==> src/rtl/input_debouncer.sv <==
// Board switch/button conditioning: 2-flop sync, per-bit stability debounce, press pulses.
// Define INPUT_DEBOUNCE_EN to compile in the stability counters; otherwise d follows s2 directly.
module input_debouncer #(
    parameter int unsigned SW_WIDTH        = 18,
    parameter int unsigned BTN_WIDTH       = 4,
    parameter int unsigned DEBOUNCE_CYCLES = 1000000,
    parameter bit          BTN_ACTIVE_LOW  = 1'b1
) (
    input  logic                 i_clk,
    input  logic                 i_rst_n,
    input  logic [SW_WIDTH-1:0]  i_sw_raw,
    input  logic [BTN_WIDTH-1:0] i_btn_raw,
    output logic [31:0]          o_io_sw,
    output logic [31:0]          o_io_btn,
    output logic [BTN_WIDTH-1:0] o_btn_press
);

    localparam int unsigned IN_W  = SW_WIDTH + BTN_WIDTH;
    localparam int unsigned CNT_W = (DEBOUNCE_CYCLES > 1) ? $clog2(DEBOUNCE_CYCLES) : 1;

    if ((DEBOUNCE_CYCLES < 2) || (DEBOUNCE_CYCLES > (32'd1 << 24))) begin : g_bad_cfg
        $error("input_debouncer: DEBOUNCE_CYCLES must be within 2 .. 2**24");
    end

    logic [BTN_WIDTH-1:0] btn_norm;
    logic [IN_W-1:0]      s1_d, s1_q;
    logic [IN_W-1:0]      s2_d, s2_q;
    logic [IN_W-1:0]      deb_d, deb_q;
    logic [BTN_WIDTH-1:0] deb_btn;
    logic [BTN_WIDTH-1:0] btn_prev_d, btn_prev_q;
    logic [BTN_WIDTH-1:0] press_d, press_q;

    // Buttons are normalised to 1 = pressed before entering the synchroniser.
    always_comb begin
        btn_norm = BTN_ACTIVE_LOW ? ~i_btn_raw : i_btn_raw;
        s1_d     = {btn_norm, i_sw_raw};
        s2_d     = s1_q;
    end

`ifdef INPUT_DEBOUNCE_EN
    logic [IN_W-1:0][CNT_W-1:0] cnt_d, cnt_q;

    // Any cycle with s2 == d restarts the window, so only a full stable run is accepted.
    always_comb begin
        deb_d = deb_q;
        cnt_d = '0;
        for (int unsigned i = 0; i < IN_W; i++) begin
            if (s2_q[i] != deb_q[i]) begin
                if (cnt_q[i] == CNT_W'(DEBOUNCE_CYCLES - 1)) begin
                    deb_d[i] = s2_q[i];
                end else begin
                    cnt_d[i] = CNT_W'(cnt_q[i] + 1'b1);
                end
            end
        end
    end

    always_ff @(posedge i_clk or negedge i_rst_n) begin
        if (!i_rst_n) begin
            cnt_q <= '0;
        end else begin
            cnt_q <= cnt_d;
        end
    end
`else
    always_comb begin
        deb_d = s2_q;
    end
`endif

    // Press pulse is the registered rising edge of the debounced button state.
    always_comb begin
        deb_btn    = deb_q[IN_W-1 -: BTN_WIDTH];
        btn_prev_d = deb_btn;
        press_d    = deb_btn & ~btn_prev_q;
    end

    always_ff @(posedge i_clk or negedge i_rst_n) begin
        if (!i_rst_n) begin
            s1_q       <= '0;
            s2_q       <= '0;
            deb_q      <= '0;
            btn_prev_q <= '0;
            press_q    <= '0;
        end else begin
            s1_q       <= s1_d;
            s2_q       <= s2_d;
            deb_q      <= deb_d;
            btn_prev_q <= btn_prev_d;
            press_q    <= press_d;
        end
    end

    assign o_io_sw     = 32'(deb_q[SW_WIDTH-1:0]);
    assign o_io_btn    = 32'(deb_btn);
    assign o_btn_press = press_q;

endmodule

==> config.mk <==
export PLATFORM = sky130hd
export DESIGN_NAME = input_debouncer
export DESIGN_NICKNAME = d
export VERILOG_FILES = /design/src/rtl/input_debouncer.sv
export SDC_FILE = /design/constraint.sdc
export NUM_CORES = 1
export LEC_CHECK = 0
export ABC_CLOCK_PERIOD_IN_PS = 1470
export CAP_MARGIN = 20
export CORE_ASPECT_RATIO = 1.75
export CORE_UTILIZATION = 33
export DETAILED_ROUTE_END_ITERATION = 6
export SLEW_MARGIN = 10
export SYNTH_ARGS = -nofsm -noshare
export SYNTH_HDL_FRONTEND = slang
export SYNTH_SLANG_ARGS = --single-unit
==> constraint.sdc <==
create_clock -name i_clk -period 1.47 [get_ports i_clk]
set_input_delay 0.294 -clock i_clk [delete_from_list [all_inputs] [get_ports i_clk]]
set_output_delay 0.294 -clock i_clk [all_outputs]
set_load 0.03 [all_outputs]
# [Yosys cells after proc, flatten, opt, wreduce, memory -nomap -nowiden]
# Cells that the tools add are included.
[totals] regBits=74 in_bits=24 word_cells=8
[op_classes] bitwise_logic=3
[op_table] cell="4-bit inverter" count=2
[op_table] cell="4-bit bitwise AND" count=1

# [Depth between registers and ports, before layout]
[depth] ltp_word=2 ltp_mapped=1

# [Worst setup path before layout]
# OpenSTA, ideal clock, no wires.
[synth_timing] path_kind="flip-flop to output port" from="register deb_q[18]" to="output o_io_btn[0]" t_arrival_ns=0.494 path_slack_ns=0.682 stages_incl_launch_ff=1 path_buffers=0 cell_sequence="dfrtp_1"
[synth_rtl] item="start: declaration" line="28" source="logic [IN_W-1:0] deb_d, deb_q;"
[synth_rtl] item="start signal: assignment" line="82" source="deb_q <= '0;"
[synth_rtl] item="start signal: assignment" line="88" source="deb_q <= deb_d;"
[synth_rtl] item="end: declaration" line="14" source="output logic [31:0] o_io_btn,"
# No word-level cell between the ends.

# [Worst setup path in the final report]
[layout_timing] from="register deb_q[20]" to="output o_io_btn[2]"
# No word-level cell between the ends.

==> results by stage <==
Synthesis:
- The fraction of synthesis flops using an asynchronous set or reset pin is 100%.
- The number of enable flip-flop cells after synthesis is 0.
- The largest total area in the synthesized netlist belongs to sky130_fd_sc_hd__dfrtp_1.
- During synthesis, Yosys emitted a total of 0 warnings.
- The main flop type after synthesis is sky130_fd_sc_hd__dfrtp_1.
- The average footprint of a synthesized cell is 17.9 um^2.
- The proportion of netlist area held by the largest area contributor is between 80% and 90%.
- The count of mapped cells out of synthesis is 125.
- Yosys instantiated no cell more often than sky130_fd_sc_hd__dfrtp_1.
- Sequential cells were found to cover 82.6% of the synthesized design area.
- Yosys mapped the design onto 5 distinct sky130hd cell types.
- By area the synthesized netlist is led by sky130_fd_sc_hd__dfrtp_1 (83%), sky130_fd_sc_hd__buf_4 (14%), sky130_fd_sc_hd__nor2b_4 (2.5%).
- The commonest cells after synthesis are sky130_fd_sc_hd__dfrtp_1 (74), sky130_fd_sc_hd__buf_4 (42), sky130_fd_sc_hd__inv_1 (4), sky130_fd_sc_hd__nor2b_4 (4), sky130_fd_sc_hd__conb_1 (1).
- Synthesis inferred 74 register bits.
- After synthesis the cells add up to 2240 um^2.

Die:
- The region available for standard cell placement spans 6540 um^2.
- The die covers 7140 um^2.
- The width of the die is between 60 and 70 um.
- 92 I/O pins were placed.
- The vertical die dimension is between 100 and 150 um.
- For this configuration, the core starts out at a cell density of 34.3%.
- The cell row count is 39.

Clocking:
- The count of H-tree levels built during CTS is 3.
- In this run, CTS created clock tree buffers numbering 9.
- Counting along the longest clock path gives a buffer depth of 2.
- The CTS tree is built.
- The root buffer cell chosen for the clock tree is sky130_fd_sc_hd__clkbuf_16.
- At the later pin of the worst-skew pair, clock insertion delay measures roughly 320 ps.
- After clock tree synthesis, the clock-pin slew on the worst setup and hold paths is 50 ps.
- The total clock sinks is 74.
- The setup fix buffers added after clock tree synthesis is 0.

Final layout:
- In the final design database the tool counted 211 nets.
- 0 antenna diodes ended up in the layout.
- In the final layout, the multi-input gates occupy 213 um^2.
- The fraction of layout cells with a size suffix above 1 is 11.5%.
- The filler cells instantiated in the layout total 600.
- The sequential cell area is 1850 um^2.
- At the end of the flow the core is filled with cells to 46.5%.
- Once layout is complete, the cells apart from fillers number between 200 and 300.
- The area added between synthesis and finish is 35.8%.

Critical path:
- For this run, the slowest stage of the critical path takes about 410 ps.
- The cell with the biggest individual delay on the critical path is sky130_fd_sc_hd__dlygate4sd2_1.
- Data arrives at the worst endpoint at around 1100 ps.
- STA classifies the critical path endpoint as an output pin.
- The worst path required time is around 1200 ps.
- The worst setup path is of the reg2out kind.
- Together, buffers and inverters on the worst path number 1.
- Traced cell by cell, the critical path runs through dlygate4sd2_1.
- The worst setup path is launched from a flop.
- The category of cells accounting for the largest share of critical-path delay is buffers and inverters.
- Of all nets on the critical path, the largest fanout is 3.

Timing:
- For the finished layout, the period the worst path requires is 1380 ps.
- The highest clock frequency the design can meet is 723 MHz.
- Setup repair after global routing left no endpoint under its margin.
- The count of final max-slew check failures is 0.
- The share of the cycle needed by the critical path after routing is between 90% and 100%.
- The post-route worst hold slack is 341 ps.
- For the final database, setup skew stands at 4.19 ps.
- The final hold violation count is 0.
- Setup violations remaining at the end of the flow were counted as 0.
- The final total negative setup slack is 0 ps.

Global routing:
- The global routing usage summed across all routing layers is 8.80%.
- For this run the aggregate overflow at the end of global routing stands at 0.
- The via count of the first global-routing pass is about 900.
- The initial antenna violation count is 0.
- Entering global routing, the biggest net connects 38 pins.
- The first global-routing pass estimated 4.28 mm of wire.

Power:
- For this design the ratio of total power to cell area is 1690 nW/um^2.
- Summed over all cells, the static leakage comes to 1.49 nW.
- The worst-case IR drop observed on VDD is 0.000590 V.

Hold path:
- In this run the worst hold path is classified as reg2reg.

Route:
- The via count of the routed design is 915.
- Using the TritonRoute via totals, the vias-per-cell ratio works out to between 3 and 4.
- The DRC violations left is 0.
- In this run, the number of DRC markers left after iteration 0 of detailed routing was 72.
- The detailed-route wire length is 2.71 mm.
- The count of nets left with antenna violations after detail routing is 0.
- The detail-routed net length per standard cell is 9.88 um.
- The first detailed-routing pass ran for 3 iterations.

Place:
- The placer's final routability congestion estimate is a little over 0.6.
- The number of placed instances with taps included is roughly 260.
- The port buffer count is between 40 and 50.
- The HPWL reported at the end of detailed placement is roughly 1.9 mm.

Run status:
- The flow ran to the end, and the final reports show no timing, DRC or antenna violations.

Job:
- The total of max-cap violations is 0.
==> layout make-up <==
cell class / instances / share of cell area [%]
Clock inverter: 5 / 4.11
Multi-Input combinational cell: 46 / 6.99
Timing Repair Buffer: 52 / 16.2
Sequential cell: 74 / 60.9
Inverter: 4 / 0.493
Clock buffer: 11 / 7.98
Tap cell: 82 / 3.37
==> what timing repair did <==
action,4_1_cts,5_1_grt
endpoints found under the setup margin,26,0
resized for setup,26,0
hold endpoints to repair,24,0
hold buffers,1,0
==> sequential cells by signal, indices dropped and copies added (netlist names) <==
name / flops
deb_d: 22
btn_prev_q: 4
o_btn_press: 4
deb_q: 22
s1_q: 22
==> layout by cell type, fill, tap and decap left out <==
cell and n:
sky130_fd_sc_hd__dfrtp_1 74, sky130_fd_sc_hd__conb_1 42, sky130_fd_sc_hd__dlygate4sd2_1 26, sky130_fd_sc_hd__clkdlybuf4s50_1 22
sky130_fd_sc_hd__clkbuf_16 9, sky130_fd_sc_hd__nor2b_4 4, sky130_fd_sc_hd__inv_1 4, sky130_fd_sc_hd__bufinv_16 4
sky130_fd_sc_hd__buf_4 2, sky130_fd_sc_hd__clkinv_2 1, sky130_fd_sc_hd__clkbuf_1 1, sky130_fd_sc_hd__clkbuf_8 1
sky130_fd_sc_hd__dlygate4sd3_1 1, sky130_fd_sc_hd__buf_12 1
==> per-stage QoR <==
step,setup WS [ps],cell area [um^2],power (mW)
4_1_cts,62.2,3040,5.21
5_1_grt,27.8,3040,5.33
3_5_place_dp,132,2700,2.62
3_3_place_gp,160,2700,2.61
2_1_floorplan,682,2390,2.52
6_report,87.2,3040,5.14
==> report_power, final <==
| part | internal, mW | switching [mW] | leakage (nW) |
|---|---|---|---|
| combinational | 0.104 | 0.277 | 0.438 |
| sequential | 2.14 | 0.0304 | 0.867 |
| clock | 1.87 | 0.716 | 0.180 |
==> path summary, 6_finish.rpt <==
check                               startpoint                        to  cells past startpoint  slack [ps]
min in group asynchronous              i_rst_n        deb_q[0]$_DFF_PN0_                      2         430
min reg2reg                 s1_q[16]$_DFF_PN0_       deb_d[16]$_DFF_PN0_                      0         340
max in group asynchronous              i_rst_n        s1_q[11]$_DFF_PN0_                      3         550
min                         s1_q[16]$_DFF_PN0_       deb_d[16]$_DFF_PN0_                      0         340
max                        deb_q[20]$_DFF_PN0_               o_io_btn[2]                      1          90
max reg2reg                deb_q[20]$_DFF_PN0_  o_btn_press[2]$_DFF_PN0_                      1         850
==> cell families (layout without fill, tap and decap cells) <==
logic type             count (synthesis)  in the layout  share of synthesized area, %
other                                  1             42                         0.167
flip-flops                            74             74                          82.6
AND/OR/NAND/NOR                        4              4                          2.46
buffers and inverters                 46             72                          14.7
==> per-layer routing <==
layer	GRT usage (%)	share of wire (%)	wire, um	vias to the layer above
li1	-	-	-	416
met2	13.4	55	1490	55
met1	8.70	35	959	440
met3	3.60	6.6	179	4
met4	8.44	3.0	82	0
met5	0	0	0	-
Power figures use the tool's default switching activity.
